### config.mk
export PLATFORM = sky130hd
export DESIGN_NAME = cmd_parser
export DESIGN_NICKNAME = d
export VERILOG_FILES = /design/src/rtl/parser_pkg.sv /design/src/rtl/cmd_parser.sv
export SDC_FILE = /design/constraint.sdc
export NUM_CORES = 1
export LEC_CHECK = 0
export CAP_MARGIN = 20
export CORE_ASPECT_RATIO = 1.25
export CORE_MARGIN = 2
export CORE_UTILIZATION = 63
export DETAILED_ROUTE_END_ITERATION = 10
export PLACE_DENSITY = 0.93
export SETUP_SLACK_MARGIN = 0.2
export SLEW_MARGIN = 25
export SYNTH_ARGS = -nofsm -noshare
export SYNTH_HDL_FRONTEND = slang
export SYNTH_SLANG_ARGS = --single-unit
### constraint.sdc
create_clock -name clk -period 8.62 [get_ports clk]
set_input_delay 1.293 -clock clk [delete_from_list [all_inputs] [get_ports clk]]
set_output_delay 1.293 -clock clk [all_outputs]
set_load 0.02 [all_outputs]
### src/rtl/parser_pkg.sv
// Shared ASCII constants, parser state encoding and byte classification.
package parser_pkg;

  localparam logic [7:0] ASCII_0  = 8'h30;
  localparam logic [7:0] ASCII_9  = 8'h39;
  localparam logic [7:0] ASCII_CR = 8'h0D;
  localparam logic [7:0] ASCII_LF = 8'h0A;
  localparam logic [7:0] ASCII_SP = 8'h20;

  typedef enum logic {
    IDLE,
    ACCUM
  } state_e;

  typedef enum logic [1:0] {
    BC_DIGIT,
    BC_TERM,
    BC_INVALID
  } byte_class_e;

  // Sort a received byte into digit / terminator / garbage.
  function automatic byte_class_e classify(input logic [7:0] b);
    if (b >= ASCII_0 && b <= ASCII_9) begin
      return BC_DIGIT;
    end else if (b == ASCII_CR || b == ASCII_LF || b == ASCII_SP) begin
      return BC_TERM;
    end else begin
      return BC_INVALID;
    end
  endfunction

endpackage

### src/rtl/cmd_parser.sv
// ASCII decimal number parser: accumulates digit bytes into a binary value and
// emits it on digit-count limit, terminator, or optional idle timeout.
module cmd_parser
  import parser_pkg::*;
#(
  parameter int unsigned MAX_DIGITS     = 3,
  parameter int unsigned TIMEOUT_CYCLES = 0
) (
  input  logic        clk,
  input  logic        rst,
  input  logic [7:0]  rx_data,
  input  logic        rx_valid,
  output logic [15:0] number_out,
  output logic        number_valid
);

  localparam int unsigned CNT_W  = $clog2(MAX_DIGITS + 1);
  localparam int unsigned IDLE_W = (TIMEOUT_CYCLES > 0) ? $clog2(TIMEOUT_CYCLES + 1) : 1;

  state_e            state, state_d;
  logic [15:0]       acc, acc_d;
  logic [CNT_W-1:0]  cnt, cnt_d;
  logic [IDLE_W-1:0] idle_cnt, idle_d;
  logic [15:0]       number_d;
  logic              valid_d;
  logic [15:0]       new_val;

  // Accumulator with the current byte appended as the next decimal digit.
  assign new_val = 16'(acc * 16'd10) + 16'(rx_data - ASCII_0);

  always_ff @(posedge clk or posedge rst) begin
    if (rst) begin
      state        <= IDLE;
      acc          <= '0;
      cnt          <= '0;
      idle_cnt     <= '0;
      number_out   <= '0;
      number_valid <= 1'b0;
    end else begin
      state        <= state_d;
      acc          <= acc_d;
      cnt          <= cnt_d;
      idle_cnt     <= idle_d;
      number_out   <= number_d;
      number_valid <= valid_d;
    end
  end

  always_comb begin
    state_d  = state;
    acc_d    = acc;
    cnt_d    = cnt;
    idle_d   = idle_cnt;
    number_d = number_out;
    valid_d  = 1'b0;

    if (rx_valid) begin
      // Any byte restarts the idle window, so it wins over a same-cycle timeout.
      idle_d = '0;
      unique case (classify(rx_data))
        BC_DIGIT: begin
          if (cnt == CNT_W'(MAX_DIGITS - 1)) begin
            number_d = new_val;
            valid_d  = 1'b1;
            acc_d    = '0;
            cnt_d    = '0;
            state_d  = IDLE;
          end else begin
            acc_d   = new_val;
            cnt_d   = cnt + CNT_W'(1);
            state_d = ACCUM;
          end
        end
        BC_TERM: begin
          if (state == ACCUM) begin
            number_d = acc;
            valid_d  = 1'b1;
          end
          acc_d   = '0;
          cnt_d   = '0;
          state_d = IDLE;
        end
        default: begin
          acc_d   = '0;
          cnt_d   = '0;
          state_d = IDLE;
        end
      endcase
    end else if (TIMEOUT_CYCLES > 0 && state == ACCUM) begin
      if (idle_cnt == IDLE_W'(TIMEOUT_CYCLES - 1)) begin
        number_d = acc;
        valid_d  = 1'b1;
        acc_d    = '0;
        cnt_d    = '0;
        idle_d   = '0;
        state_d  = IDLE;
      end else begin
        idle_d = idle_cnt + IDLE_W'(1);
      end
    end
  end

endmodule

==> impl_metrics.yaml, run 1 <==
layout:
  final_cell_area_mm2: 0.00351
  fin_nets: 425
  syn2layout_area_growth_pct: 13.7
  layout_commonest_cell: "ha_1"
  multi_input_area_mm2: 0.00208
  layout-drive-gt1-share_pct: 5.39
  regArea_um2: 901
  antenna_cells: 0
  final_cell_mix: "ha_1 (41), nand2_1 (36), dfrtp_1 (36)"
  n_fill_cell: 347
synthesis:
  synth_ff_type: "dfrtp_1"
  synth_seq_cells: 36
  synth_cell_types: 63
  synth_fp_nets: 395
  synth_edf_count: 0
  ys_warn_count: 0
  syn_inst: 341
  synth_area_mm2: 0.00308
  ys_seq_area_share_pct: 29.2
  synth_area_per_cell_um2: 9.04
  async_flop_share_pct: 100
clocking:
  cts_buffers: 5
  clkLatencyLatePin_ps: 290
  clock-root-buffer: "clkbuf_8"
  hold_buffers: 0
  cts_tree: "yes"
  cts-resized-gates: 0
  post_cts_buffers: 0
  htree_levels: 2
  cts_sinks: 36
  clock_path_buffers: 2
  clk_pin_slew_ps: 70
place:
  routabilityCongestion: 0.948
  place_area_mm2: 0.00340
  dp_hpwl_um: 5810
  io_buffers: 27
run:
  drv_cap: 0
power:
  p_sw_share_pct: 27.7
  total_leakage_power_nw: 1.77
  pwr-share-comb_pct: 18.2
  clockPowerShare_pct: 35.0
  power_frac_seq_pct: 46.8
  p_per_area_mw_per_mm2: 106
  switching_power_mw: 0.103
  p_int_mw: 0.269
  peakVddDrop_mv: 0.0552
setup_path:
  r2r_cells: 16
  cpMaxStageDelayCell: "nor3_2"
  reg2reg_slack_ps: 4170
  arrival_ps: 4740
  path_max_fanout: 9
  crit_type: "in -> reg"
  worstReg2RegEnd: "acc[15]$_DFFE_PP0P_"
  required_ps: 8840
  cp_cell_sequence: "clkdlybuf4s50_1 > ha_1 > nor3_2 > ha_1 > a21o_1 > or3_1 > o2111ai_1 > a21oi_1 > or4_1 > nand3_1"
  cp_common_cell: "ha_1"
  end_kind: "flip-flop"
  slowest_delay_ps: 620
  start_kind: "input pin"
  r2r_start: "acc[1]$_DFFE_PP0P_"
floorplanning:
  io_pins: 28
  floorplan.initialDensity_pct: 65.2
  die_w_um: 66.6
  core_area_mm2: 0.00473
  die-area_mm2: 0.00547
  die_y_um: 82.2
  rows: 28
global_route:
  grt_usage_pct: 29.3
  grt_pass1_wl_um: 12300
  antenna_found_initial: 0
  grt_pass1_vias: 2618
  overflow: 0
  grt_max_degree: 37
worst_hold_path:
  min_from: "number_out[9]$_DFFE_PP0P_"
  holdPathStages: 1
  worst_hold_path_type: "reg -> reg"
  hold_path_end: "number_out[9]$_DFFE_PP0P_"
routing:
  wl_um: 7580
  dr.pass1.iters: 5
  vias: 2808
  drtIter0Drc: 259
  ant_nets: 0
  vias_per_cell: 6.52
  wl_per_cell_um: 17.6
  route.detailed.drc: 0
sta:
  rsz0062_at_grt: "no"
  finalCriticalPeriod_ps: 4520
  fmax_mhz: 221
  fin_crit_sh_pct: 52.4
  slew_violations: 0
  tightestPinTransition_ps: 728
  setup_viol: 0
  finalClockSkew_ps: 9.46
  fin_setup_tns_ps: 0
  slew_headroom_pct: 51.2
  hold_viol_final: 0
run_status:
  status: "completed"
synthesized netlist by cell type, drive strengths merged, types with 4 or more instances:
master / count / area share [%]
dfrtp: 36 / 29
o21bai: 4 / 0.97
nor2: 27 / 3.4
a21oi: 23 / 3.7
a21o: 14 / 3.4
a31oi: 7 / 1.4
and2: 4 / 0.81
nand2: 36 / 4.4
buf: 4 / 0.93
o21ai: 13 / 2.1
nor3: 8 / 1.5
o2bb2ai: 7 / 2.0
a211oi: 8 / 1.9
ha: 41 / 17
xnor2: 10 / 2.8
inv: 18 / 2.2
o211ai: 9 / 2.6
xor2: 9 / 2.6
a22o: 6 / 1.7
per-layer routing:
layer	vias to the layer above	wire, um	global-route usage [%]
met3	14	423	2.44
met2	109	3820	50.7
met1	1344	3210	38.2
met5	-	0	0
li1	1341	-	-
met4	0	123	10.4
worst max path at each step:
stage | end | startpoint
after floorplan | acc[15]$_DFFE_PP0P_ | rx_data[4]
after global routing | acc[15]$_DFFE_PP0P_ | rx_data[5]
after global placement | acc[15]$_DFFE_PP0P_ | rx_data[5]
final | acc[15]$_DFFE_PP0P_ | rx_data[5]
after detailed placement | acc[15]$_DFFE_PP0P_ | rx_data[5]
after CTS | acc[15]$_DFFE_PP0P_ | rx_data[5]
power by group through the flow:
stage          Combinational [mW]  Clock, mW  Sequential, mW
2_1_floorplan              0.0435          0           0.177
3_3_place_gp               0.0627          0           0.177
6_report                   0.0675      0.130           0.174
3_5_place_dp               0.0653          0           0.177
5_1_grt                    0.0743      0.136           0.174
4_1_cts                    0.0662      0.128           0.174
state kept, by name (all words and copies together) (netlist names):
register      count
acc              16
number_out       16
cnt               2
number_valid      1
state             1
logic make-up (layout without fill, tap and decap cells):
family	after synthesis	count (layout)	synth area share [%]
multiplexers	3	3	0.974
AO/OA/AOI/OAI	115	115	26.9
adder cells (fa/ha/maj)	43	43	17.9
AND/OR/NAND/NOR	101	101	16.3
buffers and inverters	24	54	3.37
XOR/XNOR	19	19	5.40
flip-flops	36	36	29.2
layout make-up:
class / instances / area share, %
Clock buffer: 7 / 2.75
Inverter: 18 / 1.93
Multi-Input combinational cell: 281 / 59.4
Sequential cell: 36 / 25.7
Tap cell: 60 / 2.14
Timing Repair Buffer: 29 / 8.06
worst max-delay path: cells and delay by family:
kind,cells,cell delay (ps)
AO/OA/AOI/OAI,3,650
adder cells (fa/ha/maj),2,680
buffers and inverters,1,510
AND/OR/NAND/NOR,4,1600
metrics by stage:
stage / cells / power (mW) / utilization [%] / setup WS, ps / hold slack (ps)
detailed placement: 423 / 0.242 / 71.9 / 3460 / 480
global placement: 423 / 0.239 / 71.9 / 3660 / 456
CTS: 430 / 0.368 / 73.9 / 3760 / 495
floorplan: 341 / 0.221 / - / 4490 / 454
global route: 431 / 0.384 / 74.2 / 3940 / 521
finish: 431 / 0.371 / 74.2 / 4100 / 497
Note: power is estimated with default switching activity, not from simulation.
==> run 2: changes to the inputs <==
--- a/config.mk
+++ b/config.mk
@@ -8,9 +8,9 @@
 export CAP_MARGIN = 20
 export CORE_ASPECT_RATIO = 1.25
 export CORE_MARGIN = 2
-export CORE_UTILIZATION = 63
+export CORE_UTILIZATION = 59
 export DETAILED_ROUTE_END_ITERATION = 10
-export PLACE_DENSITY = 0.93
+export PLACE_DENSITY = 0.89
 export SETUP_SLACK_MARGIN = 0.2
 export SLEW_MARGIN = 25
 export SYNTH_ARGS = -nofsm -noshare
==> constraint.sdc (replaced) <==
create_clock -name clk -period 4.3 [get_ports clk]
set_input_delay 0.645 -clock clk [delete_from_list [all_inputs] [get_ports clk]]
set_output_delay 0.645 -clock clk [all_outputs]
set_load 0.02 [all_outputs]
==> run 2 against run 1 <==
Sequential share of layout area fell by 0.77 points. Global-route usage rose by 0.84 points. Clock skew fell by 0.69 ps. Die area increased by 6.4%. Critical path depth is 6 higher. Cell count up 2.3%. Critical path type is now reg -> reg. Critical endpoint unchanged.
==> impl_metrics.yaml, run 2 (synthesized netlist as in run 1, its figures left out) <==
setup_path:
  crit_type: "reg -> reg"
  cp_cell_sequence: "ha_1 > ha_2 > fa_2 > a21o_1 > a21oi_2 > nor2b_1 > o21ai_2 > a21oi_2 > xor2_1 > ha_1 > a21o_1 > a21o_1 > a221oi_2 > a21oi_2 > or4_1 > nand3_1"
  cpMaxStageDelayCell: "or4_1"
  slowest_delay_ps: 510
  reg2reg_slack_ps: 370
  r2r_cells: 16
  worstReg2RegEnd: "acc[15]$_DFFE_PP0P_"
  path_max_fanout: 5
  start_kind: "flip-flop"
  required_ps: 4540
  arrival_ps: 4170
  end_kind: "flip-flop"
  r2r_start: "acc[1]$_DFFE_PP0P_"
place:
  dp_cells: 430
  dp_hpwl_um: 6100
  place_ws_ps: 16.5
  io_buffers: 27
  routabilityCongestion: 0.927
floorplanning:
  die-area_mm2: 0.00583
  die_w_um: 68.7
  rows: 29
  floorplan.initialDensity_pct: 61.2
  die_y_um: 84.8
  core_area_mm2: 0.00504
  io_pins: 28
power:
  switching_power_mw: 0.220
  p_int_mw: 0.542
  pwr-share-comb_pct: 18.9
  clockPowerShare_pct: 35.4
  power_frac_seq_pct: 45.6
  p_sw_share_pct: 28.8
  p_per_area_mw_per_mm2: 211
  total_leakage_power_nw: 1.81
  peakVddDrop_mv: 0.136
sta:
  finalCriticalPeriod_ps: 3930
  fin_crit_sh_pct: 91.4
  fin_setup_tns_ps: 0
  slew_headroom_pct: 45.2
  fmax_mhz: 254
  slew_violations: 0
  rsz0062_at_grt: "no"
  hold_slack_ps: 482
  finalClockSkew_ps: 8.76
  setup_viol: 0
  tightestPinTransition_ps: 818
  postLayoutSetupSlackWorst_ps: 370
  hold_viol_final: 0
routing:
  drtIter0Drc: 352
  wl_um: 8340
  vias_per_cell: 6.67
  route.detailed.drc: 0
  ant_nets: 0
  vias: 2942
  wl_per_cell_um: 18.9
  dr.pass1.iters: 6
layout:
  final_cell_mix: "ha_1 (40), nand2_1 (36), dfrtp_1 (36)"
  layout-drive-gt1-share_pct: 10.3
  multi_input_area_mm2: 0.00213
  layout_commonest_cell: "ha_1"
  fin_nets: 433
  regArea_um2: 901
  fin_cells: 441
  n_fill_cell: 360
  reg_top3: "acc (16), number_out (16), cnt (2)"
  antenna_cells: 0
  syn2layout_area_growth_pct: 17.2
  fin_util_pct: 71.7
global_route:
  overflow: 0
  grt_usage_pct: 30.1
  grt_max_degree: 37
  grt_pass1_wl_um: 13500
  antenna_found_initial: 0
  grt_pass1_vias: 2886
clocking:
  clock_path_buffers: 2
  clock-root-buffer: "clkbuf_8"
  clkLatencyLatePin_ps: 300
  hold_buffers: 0
  cts_sinks: 36
  cts_buffers: 5
  htree_levels: 2
  clk_pin_slew_ps: 80
  cts_tree: "yes"
run_status:
  status: "completed"
worst_hold_path:
  worst_hold_path_type: "reg -> reg"
  holdPathStages: 2
  min_from: "number_out[3]$_DFFE_PP0P_"
  hold_path_end: "number_out[3]$_DFFE_PP0P_"
run:
  drv_cap: 0
## run 2: cell types whose count changed in the layout (fill, tap and decap cells not counted), sizes merged
cell	delta
buf	+8
## run 2: worst max path at each step
stage / startpoint / depth (start not counted) / slack, ps / endpoint
final: acc[1]$_DFFE_PP0P_ / 16 / 370 / acc[15]$_DFFE_PP0P_
after global routing: acc[2]$_DFFE_PP0P_ / 15 / 170 / acc[15]$_DFFE_PP0P_
after CTS: acc[3]$_DFFE_PP0P_ / 16 / 230 / acc[15]$_DFFE_PP0P_
after detailed placement: acc[3]$_DFFE_PP0P_ / 16 / 20 / acc[15]$_DFFE_PP0P_
after global placement: acc[3]$_DFFE_PP0P_ / 16 / 180 / acc[15]$_DFFE_PP0P_
after floorplan: acc[1]$_DFFE_PP0P_ / 16 / 330 / acc[15]$_DFFE_PP0P_
## run 2: final cells by class
class	instances	share of cell area (%)
Sequential cell	36	24.9
Tap cell	62	2.15
Inverter	18	1.87
Clock buffer	7	2.66
Timing Repair Buffer	37	9.48
Multi-Input combinational cell	281	58.9
## run 2: worst max-delay path, delay by kind of cell (launching register included)
kind / cells / cell delay (ps)
simple gates: 3 / 670
compound gates: 8 / 1410
xor+xnor: 1 / 150
fa+ha+maj: 4 / 1250
flops: 1 / 380
## run 2: power groups by stage
stage	Sequential, mW	Combinational, mW	Clock (mW)
2_1_floorplan	0.355	0.0872	0
3_3_place_gp	0.354	0.129	0
3_5_place_dp	0.354	0.134	0
4_1_cts	0.348	0.137	0.269
5_1_grt	0.348	0.158	0.283
6_report	0.348	0.144	0.270
## run 2: per-layer routing
metal	global-route usage, %	routed length [um]	vias to the layer above
met5	0	0	-
met4	16.0	330	0
met3	3.45	665	34
met2	46.2	4050	170
met1	40.9	3290	1394
li1	-	-	1344
## run 2: metrics by stage
step / total power, mW / instance area [um2]
2_1_floorplan: 0.443 / 3080
3_5_place_dp: 0.488 / 3440
6_report: 0.762 / 3620
3_3_place_gp: 0.483 / 3430
5_1_grt: 0.789 / 3620
4_1_cts: 0.754 / 3550
## run 2: what timing repair did
item                       CTS  global route
buffers inserted             0             4
resized for setup            5             9
pin swaps                    0             5
setup endpoints to repair    3             6
==> patch: new RTL, config.mk and constraints of run 2 <==
The parameter `MAX_DIGITS` goes from 3 to 5.
--- a/src/rtl/cmd_parser.sv
+++ b/src/rtl/cmd_parser.sv
@@ -4,5 +4,5 @@
   import parser_pkg::*;
 #(
-  parameter int unsigned MAX_DIGITS     = 3,
+  parameter int unsigned MAX_DIGITS     = 5,
   parameter int unsigned TIMEOUT_CYCLES = 0
 ) (
Function: changed (Yosys sat finds a counterexample within 4 cycles, from zero or initial values and one cycle with rst high).
==> patch against run 2 <==
Worst setup slack better by 44 ps; worst hold slack better by 37 ps; clock power down 11%; largest cell class unchanged; fmax is 1.1% higher; wire length fell by 17%; utilization shrank 1.8 points; sequential cell count up 1; critical path type unchanged; cell area shrank 4.0%; area after synthesis decreased by 2.8%; largest power group unchanged; power decreased by 2.8%.
==> patch: results (changes against run 2) <==
run_status:
  outcome: "completed"
logic_synthesis:
  synth.area.mux_share_pct: 2.59  # +1.6 points
  synth_xor_area_share_pct: 7.60  # +2.2 points
  syn_nets: 370  # -6.3%
  synth_compound_area_share_pct: 24.5  # -2.4 points
  yosys-top-cells-area: "dfrtp_1 (31%), ha_1 (18%), a21oi_1 (4.3%), xnor2_1 (3.8%), xor2_1 (3.8%)"
  synth_fa_ha_area_share_pct: 19.3  # +1.4 points
  synth-seq-area-share_pct: 30.9  # +1.7 points
  synthCells: 314  # -7.9%
  synthTopCellsByCount: "ha_1 (43), dfrtp_1 (37), a21oi_1 (26)"
  synth_cell_type_count: 53  # -16%
timing:
  tightest_slew_ps: 731  # -87.0 ps
  fin_skew_ps: 6.84  # -1.92 ps
global_route:
  grt.total_usage_pct: 26.8  # -3.3 points
  grt_pass1_wl_mm: 11.7  # -14%
  grt_pass1_vias: 2639  # -8.6%
  use_met2_pct: 48.8  # +2.7 points
  grt_max_degree: 38  # +2.7%
  grt_use_met1_pct: 29.0  # -12 points
  use_met3_pct: 4.86  # +1.4 points
drt:
  wl_met3_um: 251  # -62%
  vias: 2490  # -15%
  routed_wl_mm: 6.93  # -17%
  drt-initial-drc-count: 107  # -70%
  wl_met2_mm: 3.74  # -7.7%
  first_pass_iters: 4  # -2
  routed_via_density: 6.06  # -9.2%
  wl_met1_mm: 2.71  # -18%
cells_and_area:
  drive_gt1_share_pct: 12.0  # +1.7 points
  diodes: 0  # unchanged
  nFillCells: 367  # +1.9%
  reg.largest.list: "acc: 16 flops, number_out: 16 flops, cnt: 3 flops"
power:
  switching_share_pct: 29.5  # +0.61 points
  max-vdd-ir-drop_uv: 168  # +23%
  p_leak_nw: 1.69  # -6.6%
cts:
  clkTransAtPathRegs_ps: 80  # about the same
placed_design:
  dp_slack_ps: 124  # +108 ps
  hpwl_mm: 5.28  # -13%
  placedInstanceArea_um2: 3320  # -3.5%
  routabilityCongestion: 0.874  # -5.7%
  place_inst: 399  # -7.2%
critical_path:
  crit_fanout: 3  # -2
-- patch: changes by cell type after synthesis, moves of 6 or more --
cell,run 2,this run
a211oi_1,8,2
a22o_1,6,0
mux2_2,0,6
nand2_1,36,24
nor2_1,26,19
-- patch: worst max-delay path, cell delays in order (launching register included) --
cell and delay [ps]:
dfrtp_2 430, ha_1 300, ha_2 210, fa_2 360, a21o_1 180, a21oi_2 160
o21bai_1 110, a2111oi_2 400, nor2_1 90, xnor2_1 140, ha_1 340, buf_4 160
a21o_1 150, a21oi_1 230, nand3_1 160, a311oi_2 290, nor2_1 60
-- patch: final timing paths --
kind	from	end	slack (ps)	cells after the start
setup / recovery	acc[1]$_DFFE_PP0P_	number_out[14]$_DFFE_PP0P_	410	16
hold / removal	acc[15]$_DFFE_PP0P_	acc[15]$_DFFE_PP0P_	520	1
setup reg to reg	acc[1]$_DFFE_PP0P_	number_out[14]$_DFFE_PP0P_	410	16
hold reg to reg	acc[15]$_DFFE_PP0P_	acc[15]$_DFFE_PP0P_	520	1
max in group asynchronous	rst	acc[1]$_DFFE_PP0P_	3160	3
min in group asynchronous	rst	number_valid$_DFF_PP0_	770	3
-- patch: kinds of logic (layout without fill, tap and decap cells) --
family / after synthesis / count (layout)
AO/OA/AOI/OAI: 106 / 106
AND/OR/NAND/NOR: 68 / 68
adder cells (fa/ha/maj): 45 / 45
flip-flops: 37 / 37
XOR/XNOR: 26 / 26
buffers and inverters: 25 / 60
multiplexers: 7 / 7
-- patch: power by group through the flow --
stage / Combinational, mW / Clock, mW / Sequential, mW
after floorplan: 0.0846 / 0 / 0.369
after global placement: 0.132 / 0 / 0.365
after detailed placement: 0.137 / 0 / 0.366
after CTS: 0.138 / 0.245 / 0.359
after global routing: 0.156 / 0.259 / 0.360
final: 0.142 / 0.240 / 0.359
-- patch: layout make-up --
cell class | count | area [um2] | share of cell area, %
Clock buffer | 5 | 68.8 | 1.98
Clock inverter | 3 | 17.5 | 0.505
Inverter | 18 | 67.6 | 1.95
Multi-Input combinational cell | 252 | 1990 | 57.3
Sequential cell | 37 | 927 | 26.7
Tap cell | 62 | 77.6 | 2.23
Timing Repair Buffer | 34 | 323 | 9.30
-- patch: repair_timing --
item | 4_1_cts | 5_1_grt
pin swaps | 1 | 6
resized for setup | 2 | 8
endpoints found under the setup margin | 2 | 3
gates cloned | 0 | 0
setup buffers | 1 | 3
-- patch: stage by stage --
stage	util [%]	total power [mW]	hold WS, ps
floorplan	-	0.454	455
global placement	66.7	0.497	471
detailed placement	66.7	0.503	501
CTS	68.7	0.742	520
global route	69.8	0.775	539
finish	69.8	0.741	519
